### config.mk
export PLATFORM = sky130hd
export DESIGN_NAME = dfe_sched
export DESIGN_NICKNAME = d
export VERILOG_FILES = /design/src/rtl/dfe_pkg.sv /design/src/rtl/dfe_frac_acc.sv /design/src/rtl/dfe_sched.sv
export SDC_FILE = /design/constraint.sdc
export NUM_CORES = 1
export LEC_CHECK = 0
export CAP_MARGIN = 20
export CORE_UTILIZATION = 57
export CTS_BUF_LIST = sky130_fd_sc_hd__clkbuf_16
export DETAILED_ROUTE_END_ITERATION = 8
export PLACE_DENSITY = 0.85
export SLEW_MARGIN = 25
export SYNTH_ARGS = -nofsm -noshare
export SYNTH_HDL_FRONTEND = slang
export SYNTH_SLANG_ARGS = --single-unit
### constraint.sdc
create_clock -name CLK -period 2.3 [get_ports CLK]
set_input_delay 0.46 -clock CLK [delete_from_list [all_inputs] [get_ports CLK]]
set_output_delay 0.46 -clock CLK [all_outputs]
set_load 0.01 [all_outputs]
### src/rtl/dfe_pkg.sv
// dfe_pkg: shared types and rate defaults for the DFE sample scheduler.
//   dfe_state_e  - scheduler state (IDLE / FILL / RUN)
//   DFE_*        - default rate and settle parameters
//   frac_step()  - one step of the L/M modulo accumulator
package dfe_pkg;

    typedef enum logic [1:0] {
        ST_IDLE = 2'd0,
        ST_FILL = 2'd1,
        ST_RUN  = 2'd2
    } dfe_state_e;

    localparam int unsigned DFE_IN_DIV     = 2;
    localparam int unsigned DFE_UP_L       = 2;
    localparam int unsigned DFE_DOWN_M     = 3;
    localparam int unsigned DFE_SETTLE_CNT = 64;

    typedef struct packed {
        logic       wrap;
        logic [3:0] acc;
    } frac_step_t;

    // acc + up_l, reduced modulo down_m; wrap flags that an output sample is due.
    // acc < down_m <= 15 and up_l < down_m, so the sum always fits in 5 bits.
    function automatic frac_step_t frac_step(input logic [3:0] acc,
                                             input logic [3:0] up_l,
                                             input logic [3:0] down_m);
        logic [4:0] sum_v;
        frac_step_t res_v;
        sum_v = {1'b0, acc} + {1'b0, up_l};
        if (sum_v >= {1'b0, down_m}) begin
            res_v.wrap = 1'b1;
            res_v.acc  = 4'(sum_v - {1'b0, down_m});
        end else begin
            res_v.wrap = 1'b0;
            res_v.acc  = sum_v[3:0];
        end
        return res_v;
    endfunction

endpackage

### src/rtl/dfe_frac_acc.sv
// dfe_frac_acc: modulo accumulator of the L/M fractional decimator.
//   clk, rst_n  - clock, async active-low reset
//   clr         - clear the accumulator (chain entry/exit)
//   adv         - advance by UP_L (one per input sample while filtering)
//   fd_strobe   - one-cycle pulse the cycle after an advance that wraps
//   fd_phase    - polyphase index of the latest fd_strobe, held in between
module dfe_frac_acc
    import dfe_pkg::*;
#(
    parameter int unsigned UP_L   = DFE_UP_L,
    parameter int unsigned DOWN_M = DFE_DOWN_M
) (
    input  logic       clk,
    input  logic       rst_n,
    input  logic       clr,
    input  logic       adv,
    output logic       fd_strobe,
    output logic [3:0] fd_phase
);

    localparam logic [3:0] UP_L_C   = 4'(UP_L);
    localparam logic [3:0] DOWN_M_C = 4'(DOWN_M);

    logic [3:0] acc_r;
    logic       fd_strobe_r;
    logic [3:0] fd_phase_r;
    frac_step_t step_s;

    // Candidate next accumulator value and wrap flag.
    always_comb begin
        step_s = frac_step(acc_r, UP_L_C, DOWN_M_C);
    end

    // Accumulator, output strobe and held phase; clear wins over advance.
    always_ff @(posedge clk or negedge rst_n) begin
        if (!rst_n) begin
            acc_r       <= 4'd0;
            fd_strobe_r <= 1'b0;
            fd_phase_r  <= 4'd0;
        end else if (clr) begin
            acc_r       <= 4'd0;
            fd_strobe_r <= 1'b0;
        end else if (adv) begin
            acc_r       <= step_s.acc;
            fd_strobe_r <= step_s.wrap;
            if (step_s.wrap) begin
                fd_phase_r <= step_s.acc;
            end
        end else begin
            fd_strobe_r <= 1'b0;
        end
    end

    assign fd_strobe = fd_strobe_r;
    assign fd_phase  = fd_phase_r;

endmodule

### src/rtl/dfe_sched.sv
// dfe_sched: strobe scheduler for the DFE chain (input divider, L/M
// fractional decimator, notch, settle tracking and bypass control).
//   CLK, RST       - clock, async active-low reset
//   filter_enable  - 1 = filter chain, 0 = bypass (sampled on in_strobe)
//   in_strobe      - input sample enable, every IN_DIV cycles
//   fd_strobe      - decimator output enable, fd_phase its polyphase index
//   notch_strobe   - notch enable, one cycle after fd_strobe
//   flush          - one-cycle delay-line clear on chain entry
//   bypass         - data-path mux select (1 in IDLE)
//   out_valid      - data_out carries a valid sample
//   settled        - chain in steady state (RUN)
module dfe_sched
    import dfe_pkg::*;
#(
    parameter int unsigned IN_DIV     = DFE_IN_DIV,
    parameter int unsigned UP_L       = DFE_UP_L,
    parameter int unsigned DOWN_M     = DFE_DOWN_M,
    parameter int unsigned SETTLE_CNT = DFE_SETTLE_CNT
) (
    input  logic       CLK,
    input  logic       RST,
    input  logic       filter_enable,
    output logic       in_strobe,
    output logic       fd_strobe,
    output logic [3:0] fd_phase,
    output logic       notch_strobe,
    output logic       flush,
    output logic       bypass,
    output logic       out_valid,
    output logic       settled
);

    localparam logic [7:0] DIV_LAST    = 8'(IN_DIV - 1);
    localparam logic [9:0] SETTLE_LAST = 10'(SETTLE_CNT - 1);

    logic [7:0] div_cnt_r;
    logic [7:0] div_next_s;
    logic       in_strobe_r;
    dfe_state_e state_r;
    dfe_state_e state_next_s;
    logic       flush_s;
    logic       acc_clr_s;
    logic       acc_adv_s;
    logic       settle_inc_s;
    logic       settle_clr_s;
    logic [9:0] settle_cnt_r;
    logic       fd_strobe_s;
    logic [3:0] fd_phase_s;
    logic       notch_strobe_r;
    logic       in_d1_r;
    logic       out_valid_r;
    logic       bypass_r;
    logic       settled_r;

    // Next input-divider count, wrapping at IN_DIV-1.
    always_comb begin
        if (div_cnt_r == DIV_LAST) begin
            div_next_s = 8'd0;
        end else begin
            div_next_s = div_cnt_r + 8'd1;
        end
    end

    // Input divider; in_strobe is registered from the next count so it is
    // high exactly while div_cnt == IN_DIV-1.
    always_ff @(posedge CLK or negedge RST) begin
        if (!RST) begin
            div_cnt_r   <= 8'd0;
            in_strobe_r <= 1'b0;
        end else begin
            div_cnt_r   <= div_next_s;
            in_strobe_r <= (div_next_s == DIV_LAST);
        end
    end

    // Next-state and control decode; leaving the chain takes priority over
    // advancing the accumulator on the same in_strobe.
    always_comb begin
        state_next_s = state_r;
        flush_s      = 1'b0;
        acc_clr_s    = 1'b0;
        acc_adv_s    = 1'b0;
        settle_inc_s = 1'b0;
        settle_clr_s = 1'b0;
        case (state_r)
            ST_IDLE: begin
                if (in_strobe_r && filter_enable) begin
                    state_next_s = ST_FILL;
                    flush_s      = 1'b1;
                    acc_clr_s    = 1'b1;
                    settle_clr_s = 1'b1;
                end else begin
                    state_next_s = ST_IDLE;
                end
            end
            ST_FILL: begin
                if (in_strobe_r && !filter_enable) begin
                    state_next_s = ST_IDLE;
                    acc_clr_s    = 1'b1;
                    settle_clr_s = 1'b1;
                end else begin
                    acc_adv_s    = in_strobe_r;
                    settle_inc_s = notch_strobe_r;
                    if (notch_strobe_r && (settle_cnt_r == SETTLE_LAST)) begin
                        state_next_s = ST_RUN;
                    end else begin
                        state_next_s = ST_FILL;
                    end
                end
            end
            ST_RUN: begin
                if (in_strobe_r && !filter_enable) begin
                    state_next_s = ST_IDLE;
                    acc_clr_s    = 1'b1;
                    settle_clr_s = 1'b1;
                end else begin
                    acc_adv_s = in_strobe_r;
                end
            end
            default: begin
                state_next_s = ST_IDLE;
                acc_clr_s    = 1'b1;
                settle_clr_s = 1'b1;
            end
        endcase
    end

    // State register with bypass/settled registered alongside it.
    always_ff @(posedge CLK or negedge RST) begin
        if (!RST) begin
            state_r   <= ST_IDLE;
            bypass_r  <= 1'b1;
            settled_r <= 1'b0;
        end else begin
            state_r   <= state_next_s;
            bypass_r  <= (state_next_s == ST_IDLE);
            settled_r <= (state_next_s == ST_RUN);
        end
    end

    // Count notch samples seen while filling.
    always_ff @(posedge CLK or negedge RST) begin
        if (!RST) begin
            settle_cnt_r <= 10'd0;
        end else if (settle_clr_s) begin
            settle_cnt_r <= 10'd0;
        end else if (settle_inc_s) begin
            settle_cnt_r <= settle_cnt_r + 10'd1;
        end else begin
            settle_cnt_r <= settle_cnt_r;
        end
    end

    dfe_frac_acc #(
        .UP_L   (UP_L),
        .DOWN_M (DOWN_M)
    ) u_frac_acc (
        .clk       (CLK),
        .rst_n     (RST),
        .clr       (acc_clr_s),
        .adv       (acc_adv_s),
        .fd_strobe (fd_strobe_s),
        .fd_phase  (fd_phase_s)
    );

    // Strobe delay line and out_valid. The gate is the state while the last
    // delay stage holds the strobe, so a strobe in flight across a state
    // change finishes, and the 64th notch (still in FILL) gives no out_valid.
    always_ff @(posedge CLK or negedge RST) begin
        if (!RST) begin
            notch_strobe_r <= 1'b0;
            in_d1_r        <= 1'b0;
            out_valid_r    <= 1'b0;
        end else begin
            notch_strobe_r <= fd_strobe_s;
            in_d1_r        <= in_strobe_r;
            out_valid_r    <= ((state_r == ST_IDLE) && in_d1_r) ||
                              ((state_r == ST_RUN) && notch_strobe_r);
        end
    end

    assign in_strobe    = in_strobe_r;
    assign fd_strobe    = fd_strobe_s;
    assign fd_phase     = fd_phase_s;
    assign notch_strobe = notch_strobe_r;
    assign flush        = flush_s;
    assign bypass       = bypass_r;
    assign out_valid    = out_valid_r;
    assign settled      = settled_r;

endmodule

**Yosys cells after proc, flatten, opt, wreduce, memory -nomap -nowiden**

Index checks and enable logic that the tools add are counted.
Widths: inputs -> output; s select.

- Mux-type cells: 21
- $add $sub $neg: 4
- Bitwise gates (word level): 1
- Reductions and logical operators: 13
- Order comparisons: 1
- Equal/unequal tests: 6

Operator list:

| cell | count |
|---|---|
| $mux 10 | 2 |
| $eq 8x1->1 const B | 2 |
| $add 10x1->10 const B | 1 |
| $eq 10x6->1 const B | 1 |
| $mux 1 | 10 |
| $add 8x1->8 const B | 1 |
| $mux 4 | 2 |
| $mux 8 | 1 |
| $mux 2 | 3 |
| $pmux 2 s3 | 1 |
| $add 4x2->5 const B | 1 |
| $ge 5x2->1 const B | 1 |
| $logic_and 1x1->1 | 5 |
| $mux 5 | 1 |
| $eq 2x2->1 const B | 2 |
| $logic_not 2->1 | 2 |
| $reduce_bool 2->1 | 2 |
| $sub 4x2->4 const B | 1 |
| $reduce_and 3->1 | 1 |
| $eq 2x1->1 const B | 1 |
| $pmux 1 s2 | 1 |
| $reduce_or 2->1 | 1 |
| $logic_not 1->1 | 1 |
| $logic_or 1x1->1 | 1 |
| $not 1->1 | 1 |

- Logic and storage cells: 58
- Output and inout port bits: 11
- Input port bits: 3
- Bits in registers: 35

**Logic depth before layout (Yosys ltp)**

- Depth after elaboration: 6
- Depth in mapped cells: 6
- Gate-level depth less buffers: 6

**Cells and area by module**

From an unflattened synthesis, not the netlist that was laid out.

- Cells, all modules: 163
- Area total of the unflattened synthesis: 1,849.3 um^2

By module, submodules not included:

| module | cells an instance | instances | area each (um^2) | seq. area each (um^2) |
|---|---|---|---|---|
| dfe_sched | 122 | 1 | 1,352.5 | 651.9 |
| dfe_frac_acc | 41 | 1 | 496.7 | 225.2 |

**Worst setup path after synthesis**

No wires, ideal clock.

- Path kind: flip-flop to flip-flop
- Start: register state_r[0]
- End: register u_frac_acc.fd_phase_r[1] (netlist: u_frac_acc.fd_phase[1])
- Library setup time: 0.125 ns
- Data required time: 2.175 ns
- Path slack: 0.524 ns
- Clock period less this slack: 1.776 ns
- Arrival time: 1.651 ns
- Stages on the path, launching flop included: 7
- Path buffers: 0
- Path through: dfrtp_1 inv_1 ha_1 mux2_4 a21oi_4 o211ai_4 mux2_4

- Cells in the longest elaborated chain, start to end: 5
- Elaborated cells between the ends (all ways): 8
- Those cells by class: 2 x eq/ne; 2 x mux; 1 x bitwise; 3 x reduce/logical

RTL lines:

| element | line | source |
|---|---|---|
| from (decl) | dfe_sched.sv:39 | `dfe_state_e state_r;` |
| from (signal assigned) | dfe_sched.sv:135 | `state_r <= state_next_s;` |
| $eq 2x2->1 or $eq 2x1->1 (tied branches) | dfe_sched.sv:85 | `case (state_r)` |
| $reduce_or 2->1 (no line) | n/a |  |
| $pmux 1 s2 | dfe_sched.sv:85 |  |
| $not 1->1 (no line) | n/a |  |
| $reduce_and 3->1 (no line) * | n/a |  |
| to (signal assigned) | dfe_frac_acc.sv:47 | `fd_phase_r <= step_s.acc;` |
| to (decl) | dfe_frac_acc.sv:26 | `logic [3:0] fd_phase_r;` |

Mark *: on every way between the ends. The rest lies on a longest branch, timed or not.
A chain may end at the register's enable or synchronous reset.

**Final worst setup path**

- Start: register state_r[1]
- End: output flush

- Cells in the longest elaborated chain, start to end: 2

RTL lines:

| element | line | source |
|---|---|---|
| $logic_not 2->1 | dfe_sched.sv:85 |  |
| $mux 1 | dfe_sched.sv:85 |  |
| to (decl) | dfe_sched.sv:27 | `output logic flush,` |

No other way between the ends.

==> results.yml <==
outcome:
  outcome: "complete, no violations"
floorplan:
  die_y_um: 59.6
  num_rows: 20
  start_util: 0.609
  core_area_um2: 3100
  ios: 14
  die_area_um2: 3550
  die_w_um: 59.6
routing:
  firstDrtPassIters: 4
  via_per_inst: 5.69
  vias: 1372
  drc: 0
  drt-initial-drc-count: 65
  ant_nets: 0
  wl_per_cell_um: 15.8
  dr.max_layer_used: "met4"
  dr_wl_met2_um: 2030
  wl_met3_um: 119
  drt_wl_total_um: 3800
  wirelength_met1_um: 1590
layout:
  syn_to_final_growth_pct: 18.3
  design_area_um2: 2240
  nNetsFinal: 209
  final_core_util: 0.721
  fill_cells: 229
  register_area_um2: 877
  layout_common_cells: "dfrtp_1 (34), a21oi_1 (14), clkdlybuf4s50_1 (13)"
  diodes: 0
  layout_commonest_cell: "dfrtp_1"
  drive_gt1_frac: 0.152
  multi_input_area_um2: 968
worst_setup_path:
  r2r_end: "u_frac_acc.fd_phase[1]"
  reg2reg_depth: 6
  crit_chain: "inv_1 > ha_4 > and3_2 > clkdlybuf4s50_1"
  reg2reg_slack_ns: 0.36
  cp_data_required_time_ns: 1.84
  critical_path.max_stage_delay_ns: 0.52
  path_max_fanout: 6
  crit_type: "reg -> out"
  end_kind: "output pin"
  cpMaxStageDelayCell: "clkdlybuf4s50_1"
  r2r_start: "u_frac_acc.acc_r[1]"
  start_kind: "flip-flop"
  worstPathArrival_ns: 1.73
worst_hold_path:
  hold_class: "reg -> reg"
  whs_endpoint: "notch_strobe"
  hold_depth: 0
  hp-start: "u_frac_acc.fd_strobe"
sta:
  slew-limit-headroom: 0.706
  hold_viol: 0
  clock-skew-final_ns: 0.00489
  hold_ws_ns: 0.398
  period_minus_slack_ns: 2.19
  maxSlewViolCount: 0
  post-route-period-util: 0.952
  max_freq_mhz: 457
  setup_tns_ns: 0
  setup_viol_count_final: 0
  tightest_slew_ns: 0.441
  rsz0062_at_grt: "no"
clock_tree:
  clk_latency_ns: 0.28
  clk_path_buf_depth: 2
  cts.clk_slew.worst_paths_ns: 0.06
  cts.sinks: 35
  cts_tree: "built"
  cts_made_buffers: 5
  cts-root-buf: "clkbuf_16"
  htreeDepth: 2
  cts_post_setup_buffers_inserted: 0
placement:
  dp_hpwl_um: 2510
  place_area_um2: 2080
  gp_congestion: 0.889
  port-buffer-count: 13
synth:
  synthCells: 177
  synth_cell_types: 41
  synth_edf_count: 0
  yosys_warnings: 0
  post_synth_instance_area_um2: 1890
  synth_nets: 190
  yosysSeqAreaShare: 0.464
  synth_flop_cell: "dfrtp_1"
  synth_area_per_cell_um2: 10.7
  ys_ff_latch: 35
  synth-async-reset-ratio: 1.00
power:
  cellPowerDensity_nw_per_um2: 770
  power.leakage_nw: 1.02
  peakVddDrop_mv: 0.516
  report.power.total_mw: 1.72
global_routing:
  grt_max_degree: 36
  grt_overflow: 0
  grt_pass1_vias: 1346
  grt_pass1_wl_um: 6360
  antenna_found_initial: 0
  track_usage: 0.247
job:
  drv_cap: 0
==> per-layer routing <==
layer / GRT usage / up-vias
met5: 0 / -
met2: 0.417 / 25
li1: - / 670
met4: 0.120 / 0
met1: 0.303 / 671
met3: 0.0459 / 6
==> worst max-delay path, delay by kind of cell, from the launching register on <==
family        cells  cell delay [ns]
simple gates      1             0.17
flops             1             0.45
fa+ha+maj         1             0.17
buf+inv           2             0.66
==> state kept, by name (all words and copies together), names as in the netlist <==
register / flops
state_r: 2
u_frac_acc.fd_phase: 4
settled: 1
in_strobe: 1
out_valid: 1
u_frac_acc.acc_r: 4
u_frac_acc.fd_strobe: 1
in_d1_r: 1
settle_cnt_r: 10
notch_strobe: 1
bypass: 1
div_cnt_r: 8
==> area by class of cell <==
cell class | instances | area share
inverter | 10 | 0.0168
tap | 44 | 0.0246
clock buffer | 5 | 0.0560
clock inverter | 3 | 0.00895
sequential | 35 | 0.392
timing repair buffer | 16 | 0.0683
multi-input combinational | 128 | 0.433
==> synth_stat cells (2+ instances only) <==
library cell	n	area (µm²)
a211oi_1	2	15.0
a21oi_1	14	70.1
a21oi_4	2	32.5
a22o_1	2	17.5
a31o_2	2	17.5
and2_1	3	18.8
and3_1	6	37.5
and3_2	2	15.0
buf_2	2	10.0
clkbuf_2	2	10.0
dfrtp_1	34	851
ha_1	10	125
inv_1	10	37.5
mux2_4	3	45.0
mux2i_1	3	30.0
nand2_1	10	37.5
nand2b_1	2	12.5
nand3_1	9	45.0
nand4_1	3	18.8
nand4_4	2	42.5
nor2_1	10	37.5
o21ai_0	10	50.1
or3_1	6	37.5
xnor2_1	7	61.3
xor2_1	5	43.8
==> worst max path at each step <==
stage                   from                endpoint  slack [ns]  depth (start not counted)
3_5_place_dp   filter_enable                   flush        0.14                          3
4_1_cts           state_r[1]                   flush        0.03                          4
2_1_floorplan     state_r[0]  u_frac_acc.fd_phase[1]        0.52                          6
3_3_place_gp   filter_enable                   flush        0.15                          3
5_1_grt           state_r[0]                   flush        0.01                          4
6_report          state_r[1]                   flush        0.11                          4
==> cell families after synthesis <==
family,after synthesis,share of synthesized area
DFF,35,0.464
muxes,6,0.0397
AOI/OAI and AO/OA,39,0.146
adders and majority gates,10,0.0662
buffers and inverters,14,0.0304
xor gates and xnor gates,12,0.0556
and+or+nand+nor,61,0.199
==> stage by stage <==
step	instances	setup WS [ns]
floorplan	177	0.524
global placement	233	0.153
detailed placement	233	0.139
CTS	241	0.0299
global route	241	0.0136
finish	241	0.110
==> timing repair <==
item	CTS	global route
endpoints found under the setup margin	0	1
resized for setup	0	2
hold buffers	0	0
==> power by group <==
group,total [mW],internal (mW),switching (mW),leakage [nW]
Combinational,0.361,0.181,0.180,0.493
Sequential,0.712,0.668,0.0446,0.457
Clock,0.649,0.398,0.251,0.0658
(Power assumes the default switching activity.)
